<file path="config.mk">
export PLATFORM = sky130hd
export DESIGN_NAME = game_flow_ctrl_flat
export DESIGN_NICKNAME = d
export VERILOG_FILES = /design/src/rtl/game_flow_ctrl_if.sv /design/src/rtl/game_flow_ctrl.sv /design/src/flat_wrapper.sv
export SDC_FILE = /design/constraint.sdc
export NUM_CORES = 1
export LEC_CHECK = 0
export BUFFER_PORTS_ARGS = -buffer_cell sky130_fd_sc_hd__buf_2
export CAP_MARGIN = 0
export CORE_MARGIN = 2
export CORE_UTILIZATION = 40
export DETAILED_ROUTE_END_ITERATION = 12
export PLACE_DENSITY = 0.64
export SYNTH_ARGS = -nofsm -noshare
export SYNTH_HDL_FRONTEND = slang
export SYNTH_SLANG_ARGS = --single-unit
</file>
<file path="constraint.sdc">
create_clock -name Clk -period 4.5 [get_ports Clk]
set_clock_uncertainty 0.15 [all_clocks]
set_input_delay 0.45 -clock Clk [delete_from_list [all_inputs] [get_ports Clk]]
set_output_delay 0.45 -clock Clk [all_outputs]
set_load 0.01 [all_outputs]
</file>
<file path="src/rtl/game_flow_ctrl_if.sv">
// Handshake bundle between the map/collision logic, the game sequencer and the man block.
// master : the environment side (drives frame_clk and the level events, observes strobes/status)
// slave  : game_flow_ctrl (observes the events, drives the strobes/status)
// Signals: frame_clk, start, hazard_hit, checkpoint_hit, goal_hit (to sequencer);
//          dead, check, restart, freeze, lives, game_state, death_count (from sequencer).
interface game_flow_ctrl_if #(
  parameter int LIVES_W = 3
);
  logic               frame_clk;
  logic               start;
  logic               hazard_hit;
  logic               checkpoint_hit;
  logic               goal_hit;
  logic               dead;
  logic               check;
  logic               restart;
  logic               freeze;
  logic [LIVES_W-1:0] lives;
  logic [2:0]         game_state;
  logic [7:0]         death_count;

  modport master (
    output frame_clk, start, hazard_hit, checkpoint_hit, goal_hit,
    input  dead, check, restart, freeze, lives, game_state, death_count
  );

  modport slave (
    input  frame_clk, start, hazard_hit, checkpoint_hit, goal_hit,
    output dead, check, restart, freeze, lives, game_state, death_count
  );
endinterface

</file>
<file path="src/rtl/game_flow_ctrl.sv">
// game_flow_ctrl: player-sprite game sequencer (IDLE/PLAY/DYING/RESPAWN/OVER/WIN).
// Ports:
//   Clk      system clock
//   Reset_n  asynchronous active-low reset
//   bus      game_flow_ctrl_if.slave: frame_clk, start, hazard_hit, checkpoint_hit, goal_hit in;
//            dead/check/restart one-Clk strobes, freeze, lives, game_state, death_count out.
// Optional feature: define GAME_CTRL_DEATH_CNT_EN to build the saturating death counter;
// otherwise death_count is tied to zero.
module game_flow_ctrl #(
  parameter int LIVES_INIT   = 3,
  parameter int LIVES_W      = 3,
  parameter int DEATH_FRAMES = 60,
  parameter int TIMER_W      = 8
) (
  input  logic           Clk,
  input  logic           Reset_n,
  game_flow_ctrl_if.slave bus
);

  typedef enum logic [2:0] {
    S_IDLE    = 3'd0,
    S_PLAY    = 3'd1,
    S_DYING   = 3'd2,
    S_RESPAWN = 3'd3,
    S_OVER    = 3'd4,
    S_WIN     = 3'd5
  } state_t;

  localparam logic [LIVES_W-1:0] L_INIT = LIVES_W'(LIVES_INIT);
  localparam logic [LIVES_W-1:0] L_ONE  = LIVES_W'(1);
  localparam logic [TIMER_W-1:0] T_INIT = TIMER_W'(DEATH_FRAMES);
  localparam logic [TIMER_W-1:0] T_ONE  = TIMER_W'(1);

  state_t             r_state;
  logic [LIVES_W-1:0] r_lives;
  logic [TIMER_W-1:0] r_timer;
  logic               r_fr_q1, r_fr_q2;
  logic               r_chk_prev;
  logic               r_dead, r_check, r_restart;
  logic               w_fr_edge;
  logic               w_die;

  // frame_clk is asynchronous-ish to Clk; the edge shows up one Clk after it is sampled high.
  assign w_fr_edge = r_fr_q1 & ~r_fr_q2;
  // Goal wins over hazard in the same cycle, so a death needs goal low.
  assign w_die     = (r_state == S_PLAY) & ~bus.goal_hit & bus.hazard_hit;

  always_ff @(posedge Clk or negedge Reset_n) begin
    if (!Reset_n) begin
      r_state    <= S_IDLE;
      r_lives    <= L_INIT;
      r_timer    <= '0;
      r_fr_q1    <= 1'b0;
      r_fr_q2    <= 1'b0;
      r_chk_prev <= 1'b0;
      r_dead     <= 1'b0;
      r_check    <= 1'b0;
      r_restart  <= 1'b0;
    end else begin
      r_fr_q1    <= bus.frame_clk;
      r_fr_q2    <= r_fr_q1;
      // History tracks in every state so a checkpoint already underfoot on entry gives no pulse.
      r_chk_prev <= bus.checkpoint_hit;
      r_dead     <= 1'b0;
      r_check    <= 1'b0;
      r_restart  <= 1'b0;
      case (r_state)
        S_IDLE, S_OVER, S_WIN: begin
          if (bus.start) begin
            r_state   <= S_PLAY;
            r_lives   <= L_INIT;
            r_restart <= 1'b1;
          end
        end
        S_PLAY: begin
          if (bus.goal_hit) begin
            r_state <= S_WIN;
          end else if (bus.hazard_hit) begin
            r_state <= S_DYING;
            r_dead  <= 1'b1;
            r_timer <= T_INIT;
          end else if (bus.checkpoint_hit && !r_chk_prev) begin
            r_check <= 1'b1;
          end
        end
        S_DYING: begin
          if (w_fr_edge) begin
            if (r_timer == T_ONE) begin
              r_timer <= '0;
              // <= 1 also covers a zero-life misconfiguration without wrapping.
              if (r_lives <= L_ONE) begin
                r_lives <= '0;
                r_state <= S_OVER;
              end else begin
                r_lives   <= r_lives - L_ONE;
                r_state   <= S_RESPAWN;
                r_restart <= 1'b1;
              end
            end else begin
              r_timer <= r_timer - T_ONE;
            end
          end
        end
        S_RESPAWN: r_state <= S_PLAY;
        default:   r_state <= S_IDLE;
      endcase
    end
  end

`ifdef GAME_CTRL_DEATH_CNT_EN
  logic [7:0] r_dcnt;
  // Lifetime statistic: start does not clear it, only Reset_n.
  always_ff @(posedge Clk or negedge Reset_n) begin
    if (!Reset_n)                     r_dcnt <= 8'd0;
    else if (w_die && r_dcnt != 8'hFF) r_dcnt <= r_dcnt + 8'd1;
  end
  assign bus.death_count = r_dcnt;
`else
  assign bus.death_count = 8'd0;
`endif

  assign bus.dead       = r_dead;
  assign bus.check      = r_check;
  assign bus.restart    = r_restart;
  assign bus.freeze     = (r_state != S_PLAY);
  assign bus.lives      = r_lives;
  assign bus.game_state = r_state;

endmodule

</file>
<file path="src/flat_wrapper.sv">
// flat-port wrapper written by rule: the top's interface ports become plain ports
module game_flow_ctrl_flat 
#(
  parameter int LIVES_INIT   = 3,
  parameter int LIVES_W      = 3,
  parameter int DEATH_FRAMES = 60,
  parameter int TIMER_W      = 8
)
  (Clk, Reset_n, bus_frame_clk, bus_start, bus_hazard_hit, bus_checkpoint_hit, bus_goal_hit, bus_dead, bus_check, bus_restart, bus_freeze, bus_lives, bus_game_state, bus_death_count);
  game_flow_ctrl_if #(.LIVES_W(LIVES_W)) bus_i ();
  input  logic Clk;
  input  logic Reset_n;
  input wire logic [$bits(bus_i.frame_clk)-1:0] bus_frame_clk;
  input wire logic [$bits(bus_i.start)-1:0] bus_start;
  input wire logic [$bits(bus_i.hazard_hit)-1:0] bus_hazard_hit;
  input wire logic [$bits(bus_i.checkpoint_hit)-1:0] bus_checkpoint_hit;
  input wire logic [$bits(bus_i.goal_hit)-1:0] bus_goal_hit;
  output wire logic [$bits(bus_i.dead)-1:0] bus_dead;
  output wire logic [$bits(bus_i.check)-1:0] bus_check;
  output wire logic [$bits(bus_i.restart)-1:0] bus_restart;
  output wire logic [$bits(bus_i.freeze)-1:0] bus_freeze;
  output wire logic [$bits(bus_i.lives)-1:0] bus_lives;
  output wire logic [$bits(bus_i.game_state)-1:0] bus_game_state;
  output wire logic [$bits(bus_i.death_count)-1:0] bus_death_count;
  assign bus_i.frame_clk = bus_frame_clk;
  assign bus_i.start = bus_start;
  assign bus_i.hazard_hit = bus_hazard_hit;
  assign bus_i.checkpoint_hit = bus_checkpoint_hit;
  assign bus_i.goal_hit = bus_goal_hit;
  assign bus_dead = bus_i.dead;
  assign bus_check = bus_i.check;
  assign bus_restart = bus_i.restart;
  assign bus_freeze = bus_i.freeze;
  assign bus_lives = bus_i.lives;
  assign bus_game_state = bus_i.game_state;
  assign bus_death_count = bus_i.death_count;
  game_flow_ctrl #(.LIVES_INIT(LIVES_INIT), .LIVES_W(LIVES_W), .DEATH_FRAMES(DEATH_FRAMES), .TIMER_W(TIMER_W)) u_core (.Clk(Clk), .Reset_n(Reset_n), .bus(bus_i));
endmodule
</file>
==> results.ini, run 1 <==
[run_status]
outcome=finished, final reports clean

[timing]
worst-slew-pin-transition_ns=0.688
fin_crit_sh_pct=53.1
finalSetupViolations=0
rsz0062_at_grt=false
max_clock_freq_ghz=0.419
slew_violations=0
layout_min_cycle_time_ns=2.39
max_slew_margin_pct=53.7
hold_ws_ns=0.0981
hold_viol=0
finalSetupTns_ns=0

[logic_synthesis]
synth_seq_cells=20
netlist_area_um2=1120
ys_async_sr_fraction_pct=100
avgSynthCellArea_um2=10.1
synth_seq_area_share_pct=45.1
synth_top_family_by_area=simple AND/OR/NAND/NOR gates
synthSimpleGateAreaFrac_pct=21.6
synth-xor-area-share_pct=0
synth_edf_count=0
synth_flop_cell=dfrtp_1
yosys_warnings=0
postSynthCellCount=110
muxShareOfSynthArea_pct=1.01
synthAdderAreaFrac_pct=3.36
yosysUniqueCellTypes=43
synth_compound_area_share_pct=20.4

[finish]
fin_nets=140
area_growth_pct=11.3
layout-drive-gt1-share_pct=23.3
postLayoutCoreUtil_pct=45.8
diodes=0
fin_area_um2=1240

[clock_tree]
cts_hold_buf=1
cts-buffers-inserted=3
htree_levels=1
clock_latency_ns=0.29
cts.sinks=20
clockBufferDepth=2
cts_tree=built
post-cts-setup-buffer-count=0
clk_pin_slew_ns=0.12
post_cts_resized=0
cts_root_buf=clkbuf_4

[floorplan]
coreArea_um2=2710
num_rows=19
initial_utilization_pct=41.2
die_h_um=56.8
dieArea_um2=3230
io_pins=25
fp.dieW_um=56.8

[global_route]
grt-ovfl-total=0
grt_max_degree=21
grt_usage_pct=14.9
grt_pass1_vias=820
grt_pass1_wl_um=3810
antenna_found_initial=0

[routing]
ant_nets=0
routed_wirelength_um=2170
drtIter0Drc=44
avgRoutedWirePerCell_um=13.6
via_count=875
routed_via_density=5.47
dr.pass1.iters=4
drc=0

[min_path]
holdCritPathClass=primary input to register

[power_and_ir_drop]
leakage_nw=0.553
power_mw=0.557
pwr_density_cell_nw_per_um2=449
irDropWorstVdd_v=0.000314

[setup_path]
worstPathRequired_ns=4.53
crit_path_top_delay_cell=or4b_4
max_stage_delay_ns=0.49
end_kind=register
path_class=register to register
cp_cell_sequence=inv_1, ha_1, or4b_4, or4_4, a21boi_4, mux2_1
crit_arrival_ns=2.42
critPathMaxFanout=4
critPathLaunchType=register

[flow_run]
drv_cap=0

[place]
dpl_cell_area_um2=1200
dpl.hpwl_um=1660
port_buffers=16
gp_congestion=0.790

==> logic make-up after synthesis <==
group | count (synthesis)
AND/OR/NAND/NOR | 37
AO/OA/AOI/OAI | 32
flip-flops | 20
buffers and inverters | 16
adder cells (fa/ha/maj) | 3
multiplexers | 1
other | 1
==> flip-flops by register name, summed over array words and instances, names as in the netlist <==
name / cells
u_core.bus.check: 1
u_core.bus.dead: 1
u_core.bus.game_state: 3
u_core.bus.lives: 3
u_core.bus.restart: 1
u_core.r_chk_prev: 1
u_core.r_fr_q1: 1
u_core.r_fr_q2: 1
u_core.r_timer: 8
==> path summary, 6_finish.rpt <==
path | start | end | slack (ns) | cells past startpoint
max reg2reg | u_core.r_timer[1] | u_core.bus.game_state[2] | 2.11 | 6
max | u_core.r_timer[1] | u_core.bus.game_state[2] | 2.11 | 6
max in group asynchronous | Reset_n | u_core.bus.lives[1] | 3.41 | 2
min | bus_frame_clk | u_core.r_fr_q1 | 0.1 | 1
min reg2reg | u_core.r_fr_q1 | u_core.r_fr_q2 | 0.23 | 0
min in group asynchronous | Reset_n | u_core.r_timer[0] | 0.46 | 2
==> cells in the mapped netlist, types with 3 or more instances <==
library cell  count  area, um^2
dfrtp_1          18         450
nand2b_1          3        18.8
nor2_1            4        15.0
nand2_1           9        33.8
nor3_1            3        15.0
a21oi_1           8        40.0
o21ai_0           8        40.0
inv_1             7        26.3
buf_4             8        60.1
ha_1              3        37.5
==> placed cells by master, fill, tap and decap left out, types with 2 or more instances in the layout <==
cell	n
nor3_1	3
o311ai_0	2
a21oi_1	8
conb_1	8
nand2_1	9
nand2b_1	3
o21ai_0	8
inv_1	7
ha_1	3
nor3b_1	2
nor2b_1	2
dfrtp_1	18
clkbuf_4	3
or3b_2	2
buf_2	16
nor2_1	4
nand4_1	2
dfstp_2	2
==> critical path, delay by kind of cell (launching register included) <==
kind / cells / cell delay (ns)
AOI/OAI and AO/OA: 1 / 0.18
adders and majority gates: 1 / 0.13
buffers and inverters: 1 / 0.09
DFF: 1 / 0.43
muxes: 1 / 0.33
and+or+nand+nor: 2 / 0.96
==> layer usage <==
| metal | GRT usage [%] | part of all wire [%] |
|---|---|---|
| met3 | 2.76 | 4.1 |
| met2 | 22.9 | 49 |
| met5 | 0 | 0 |
| met4 | 4.98 | 0.78 |
| met1 | 21.2 | 46 |
==> power by group <==
group / internal, mW / total [mW] / leakage [nW] / switching [mW]
clock: 0.0492 / 0.103 / 0.0210 / 0.0541
combinational: 0.0906 / 0.197 / 0.295 / 0.106
sequential: 0.212 / 0.257 / 0.237 / 0.0449
total: 0.352 / 0.557 / 0.553 / 0.205
==> through the flow <==
stage,cells,setup WS (ns)
5_1_grt,160,2.04
4_1_cts,160,2.11
6_report,160,2.11
2_1_floorplan,117,2.24
3_5_place_dp,155,2.14
3_3_place_gp,155,2.19
==> final cells by class <==
type                       instances  area [um^2]
clock buffer                       4         36.3
fill                             271         1470
inverter                           7         26.3
multi-input combinational         81          548
sequential                        20          503
tap                               31         38.8
timing repair buffer              17         90.1
Note: power is estimated with default switching activity, not from simulation.
==> inputs of run 2 (changes only) <==
==> constraint.sdc (replaced) <==
create_clock -name Clk -period 2.4 [get_ports Clk]
set_clock_uncertainty 0.15 [all_clocks]
set_input_delay 0.24 -clock Clk [delete_from_list [all_inputs] [get_ports Clk]]
set_output_delay 0.24 -clock Clk [all_outputs]
set_load 0.01 [all_outputs]
==> run 2 against run 1 <==
Effect of this change: sequential cell count unchanged; first-iteration DRC count down 45%; core utilization increased by 1.9 points; largest cell class unchanged.
==> results.ini, run 2 (synthesis results as in run 1) <==
[run_status]
outcome=finished, final reports clean

[setup_path]
path_class=register to register
end_kind=register
critPathMaxFanout=4  ; unchanged
worstPathRequired_ns=2.44  ; -2.09 ns
crit_path_start=u_core.r_timer[1]
critPathLaunchType=register
r2r_start=u_core.r_timer[1]
reg2reg_slack_ns=0.04  ; -2.07 ns
crit_arrival_ns=2.40  ; -0.02 ns

[routing]
avgRoutedWirePerCell_um=13.2  ; -3.0%
ant_nets=0  ; unchanged
drc=0  ; unchanged
dr.pass1.iters=4  ; unchanged
drtIter0Drc=24  ; -45%
via_count=897  ; +2.5%
routed_wirelength_um=2200  ; +1.3%
routed_via_density=5.37  ; -1.8%

[timing]
finalSetupViolations=0  ; unchanged
setup_slack_ns=0.0378  ; -2.07 ns
worst-slew-pin-transition_ns=0.709  ; +0.0206 ns
finalSetupTns_ns=0  ; unchanged
layout_min_cycle_time_ns=2.36  ; -0.0266 ns
max_clock_freq_ghz=0.423  ; +1.1%
rsz0062_at_grt=true
hold_viol=0  ; unchanged
fin_crit_sh_pct=98.4  ; +45 points
slew_violations=0  ; unchanged
max_slew_margin_pct=52.3  ; -1.4 points

[place]
gp_congestion=0.821  ; +3.9%
pre_cts_slack_ns=0.0271  ; -2.11 ns
port_buffers=16  ; unchanged
dpl.hpwl_um=1670  ; +1.0%

[finish]
ff_latch_area_um2=503  ; unchanged
fillers=268  ; -1.1%
postLayoutCoreUtil_pct=47.7  ; +1.9 points
multi_input_area_um2=552  ; +0.68%
fin_nets=147  ; +5.0%
area_growth_pct=15.9
largest_register_ffs=8  ; unchanged
regMostFlops=u_core.r_timer
layout_common_cells=dfrtp_1, buf_2, nand2_1
diodes=0  ; unchanged
layout-drive-gt1-share_pct=26.5  ; +3.2 points
final_common_cell=dfrtp_1

[clock_tree]
cts_tree=built
cts_root_buf=clkbuf_4
clockBufferDepth=2  ; unchanged
clock_latency_ns=0.30  ; about the same
clk_pin_slew_ns=0.11  ; about the same
htree_levels=1  ; unchanged
cts.sinks=20  ; unchanged
cts-buffers-inserted=3  ; unchanged
post-cts-setup-buffer-count=0  ; unchanged

[global_route]
grt_pass1_vias=876  ; +6.8%
grt_pass1_wl_um=3850  ; +1.1%
grt_max_degree=21  ; unchanged
grt_usage_pct=15.3  ; +0.35 points
grt-ovfl-total=0  ; unchanged
antenna_found_initial=0  ; unchanged

[power_and_ir_drop]
leakage_nw=0.586  ; +5.8%
irDropWorstVdd_v=0.000546  ; +74%
pwr_density_cell_nw_per_um2=814  ; +82%
power_mw=1.05  ; +89%

[min_path]
min_from=bus_hazard_hit
holdCritPathClass=primary input to register

[floorplan]
io_pins=25  ; unchanged
num_rows=19  ; unchanged
initial_utilization_pct=41.2  ; unchanged
dieArea_um2=3230  ; unchanged
coreArea_um2=2710  ; unchanged
die_h_um=56.8  ; unchanged
fp.dieW_um=56.8  ; unchanged

[flow_run]
drv_cap=0  ; unchanged

[run 2: what timing repair did]
action	in CTS	in global routing
endpoints found under the setup margin	0	1
hold endpoints to repair	20	0
hold buffers	3	0
gates resized for setup	0	2
[run 2: stage by stage]
stage	instances	area [um^2]	hold WS (ns)
final	167	1290	0.0818
after global routing	167	1290	0.103
after CTS	167	1290	0.0801
after detailed placement	160	1230	0.0648
after global placement	160	1230	0.0567
after floorplan	117	1140	-0.206
[run 2: final cells by class]
class | count | share of cell area (%)
Clock buffer | 4 | 2.03
Sequential cell | 20 | 38.9
Tap cell | 31 | 3.00
Multi-Input combinational cell | 81 | 42.6
Inverter | 7 | 2.03
Timing Repair Buffer | 24 | 11.4
[run 2: report_power, final]
group	leakage, nW	internal, mW	switching (mW)
clock network	0.0150	0.0647	0.0992
logic	0.334	0.201	0.213
registers	0.237	0.398	0.0777
[run 2: worst max-delay path, stage by stage, from the launching register on]
cell and delay (ns):
dfrtp_1 0.43, inv_2 0.07, ha_1 0.13, or4b_4 0.49, or4_4 0.47, a21boi_4 0.19, mux2_4 0.31
[run 2: routing by layer]
| metal | track usage, % | up-vias | wire length, um |
|---|---|---|---|
| met4 | 6.98 | 0 | 39 |
| met5 | 0 | - | 0 |
| met1 | 18.9 | 429 | 1010 |
| met2 | 25.4 | 23 | 1070 |
| li1 | - | 439 | - |
| met3 | 3.23 | 6 | 86 |
[run 2: worst paths after layout]
path	cells after the start	endpoint
max reg2reg	6	u_core.bus.game_state[2]
min	3	u_core.bus.check
min in group asynchronous	2	u_core.r_timer[2]
min reg2reg	0	u_core.r_fr_q2
max	6	u_core.bus.game_state[2]
max in group asynchronous	2	u_core.bus.lives[1]
==> inputs of run 3 (changes only) <==
--- a/config.mk
+++ b/config.mk
@@ -7,7 +7,6 @@
 export LEC_CHECK = 0
 export BUFFER_PORTS_ARGS = -buffer_cell sky130_fd_sc_hd__buf_2
 export CAP_MARGIN = 0
-export CORE_MARGIN = 2
 export CORE_UTILIZATION = 40
 export DETAILED_ROUTE_END_ITERATION = 12
 export PLACE_DENSITY = 0.64
==> constraint.sdc (replaced) <==
create_clock -name Clk -period 2.25 [get_ports Clk]
set_clock_uncertainty 0.15 [all_clocks]
set_input_delay 0.225 -clock Clk [delete_from_list [all_inputs] [get_ports Clk]]
set_output_delay 0.225 -clock Clk [all_outputs]
set_load 0.01 [all_outputs]
==> run 3 against run 2 <==
Effect of this change: sequential cell count unchanged; design area increased by 6.6%; via count increased by 2.3%; critical endpoint unchanged; first-iteration DRC count decreased by 54%; worst setup slack got worse by 0.015 ns; sequential share of layout area decreased by 2.4 points; core utilization increased by 6.0 points; largest power group is now combinational logic.
==> results.ini, run 3 (synthesis results as in run 1) <==
[run_status]
outcome=finished, final reports clean

[timing]
fin_crit_sh_pct=99.0  ; +0.56 points
finalSetupTns_ns=0  ; unchanged
hold_viol=0  ; unchanged
layout_min_cycle_time_ns=2.23  ; -0.135 ns
worst-slew-pin-transition_ns=0.514  ; -0.195 ns
rsz0062_at_grt=true
max_slew_margin_pct=65.8  ; +13 points
max_clock_freq_ghz=0.449  ; +6.1%
slew_violations=0  ; unchanged
setup_slack_ns=0.0228  ; -0.0150 ns
finalSetupViolations=0  ; unchanged

[place]
pre_cts_slack_ns=0.0102  ; -0.0168 ns
gp_congestion=0.870  ; +6.0%
port_buffers=16  ; unchanged
dpl.hpwl_um=1680  ; +0.57%

[floorplan]
coreArea_um2=2570  ; -5.3%
initial_utilization_pct=43.5  ; +2.3 points
dieArea_um2=3010  ; -6.9%
num_rows=18  ; -1
io_pins=25  ; unchanged
fp.dieW_um=54.8  ; -3.5%
die_h_um=54.8  ; -3.5%

[finish]
diodes=0  ; unchanged
layout_common_cells=dfrtp_1, buf_2, buf_4
postLayoutCoreUtil_pct=53.7  ; +6.0 points
regMostFlops=u_core.r_timer
largest_register_ffs=8  ; unchanged
layout-drive-gt1-share_pct=31.3  ; +4.8 points
fillers=234  ; -13%
fin_nets=155  ; +5.4%
ff_latch_area_um2=503  ; unchanged
multi_input_area_um2=552  ; unchanged
final_common_cell=dfrtp_1
area_growth_pct=23.5

[min_path]
min_path_cells=3  ; unchanged
min_from=bus_hazard_hit
holdCritPathClass=primary input to register
hold_end=u_core.bus.check

[setup_path]
worstPathRequired_ns=2.31  ; -0.13 ns
r2r_start=u_core.r_timer[1]
crit_arrival_ns=2.28  ; -0.12 ns
critPathLaunchType=register
path_class=register to register
r2r_cells=6  ; unchanged
crit_path_start=u_core.r_timer[1]
end_kind=register
r2r_end=u_core.bus.game_state[2]
critPathMaxFanout=3  ; -1
reg2reg_slack_ns=0.02  ; about the same

[global_route]
met3_usage_pct=5.83  ; +2.6 points
grt-ovfl-total=0  ; unchanged
grt_usage_pct=17.7  ; +2.4 points
gr-usage-met2_pct=27.3  ; +1.9 points
grt_max_degree=21  ; unchanged
met1_usage_pct=23.2  ; +4.3 points
antenna_found_initial=0  ; unchanged
grt_pass1_vias=783  ; -11%
gr-max-usage-layer=met2
grt_pass1_wl_um=3660  ; -4.9%

[routing]
drtIter0Drc=11  ; -54%
routed_wirelength_um=2220  ; +0.86%
via_count=918  ; +2.3%
drc=0  ; unchanged
dr.pass1.iters=4  ; unchanged
ant_nets=0  ; unchanged
routed_via_density=5.28  ; -1.8%
avgRoutedWirePerCell_um=12.7  ; -3.2%

[clock_tree]
clock_latency_ns=0.31  ; about the same
cts_tree=built
clk_pin_slew_ns=0.11  ; about the same
cts_root_buf=clkbuf_4
htree_levels=1  ; unchanged
clockBufferDepth=2  ; unchanged
cts.sinks=20  ; unchanged
cts-buffers-inserted=3  ; unchanged

[flow_run]
drv_cap=0  ; unchanged

[power_and_ir_drop]
power_mw=1.30  ; +23%
leakage_nw=0.637  ; +8.8%
pwr_density_cell_nw_per_um2=943  ; +16%
irDropWorstVdd_v=0.000628  ; +15%

run 3: layout make-up:
class | count | share of cell area, %
inverter | 7 | 1.91
timing repair buffer | 32 | 15.1
clock buffer | 3 | 1.63
sequential | 20 | 36.5
multi-input combinational | 81 | 40.0
tap | 30 | 2.72
clock inverter | 1 | 2.18
run 3: worst max-delay path, stage by stage, from the launching register on:
cell	delay [ns]
dfrtp_1	0.41
inv_2	0.06
ha_1	0.12
or4b_4	0.45
or4_4	0.46
a21boi_4	0.17
mux2_4	0.31
run 3: power breakdown:
part	internal (mW)	total [mW]	leakage (nW)	switching, mW
combinational	0.264	0.521	0.372	0.256
sequential	0.425	0.488	0.237	0.0637
clock	0.180	0.291	0.0279	0.111
run 3: through the flow:
| step | instance area [um^2] | hold WS [ns] | std cells |
|---|---|---|---|
| 2_1_floorplan | 1140 | -0.221 | 117 |
| 3_3_place_gp | 1280 | 0.0443 | 165 |
| 3_5_place_dp | 1280 | 0.0493 | 165 |
| 4_1_cts | 1370 | 0.0500 | 173 |
| 5_1_grt | 1380 | 0.0502 | 174 |
| 6_report | 1380 | 0.0657 | 174 |
run 3: timing repair:
item                                   4_1_cts  5_1_grt
pin swaps                                    0        0
gates resized for setup                      1        1
hold buffers                                 3        0
endpoints found under the hold margin       20        0
setup endpoints to repair                    1        2
buffers inserted                             1        1
run 3: worst max path at each step:
stage	end
finish	u_core.bus.game_state[2]
global route	u_core.bus.game_state[2]
CTS	u_core.bus.game_state[2]
detailed placement	u_core.bus.game_state[2]
global placement	u_core.bus.game_state[2]
floorplan	u_core.bus.game_state[2]
run 3: metal layers:
layer  vias to the layer above  part of all wire (%)  wire length, um
met3                         4                   4.0               88
li1                        458                     -                -
met1                       429                    49             1080
met5                         -                     0                0
met4                         0                   1.3               28
met2                        27                    46             1020
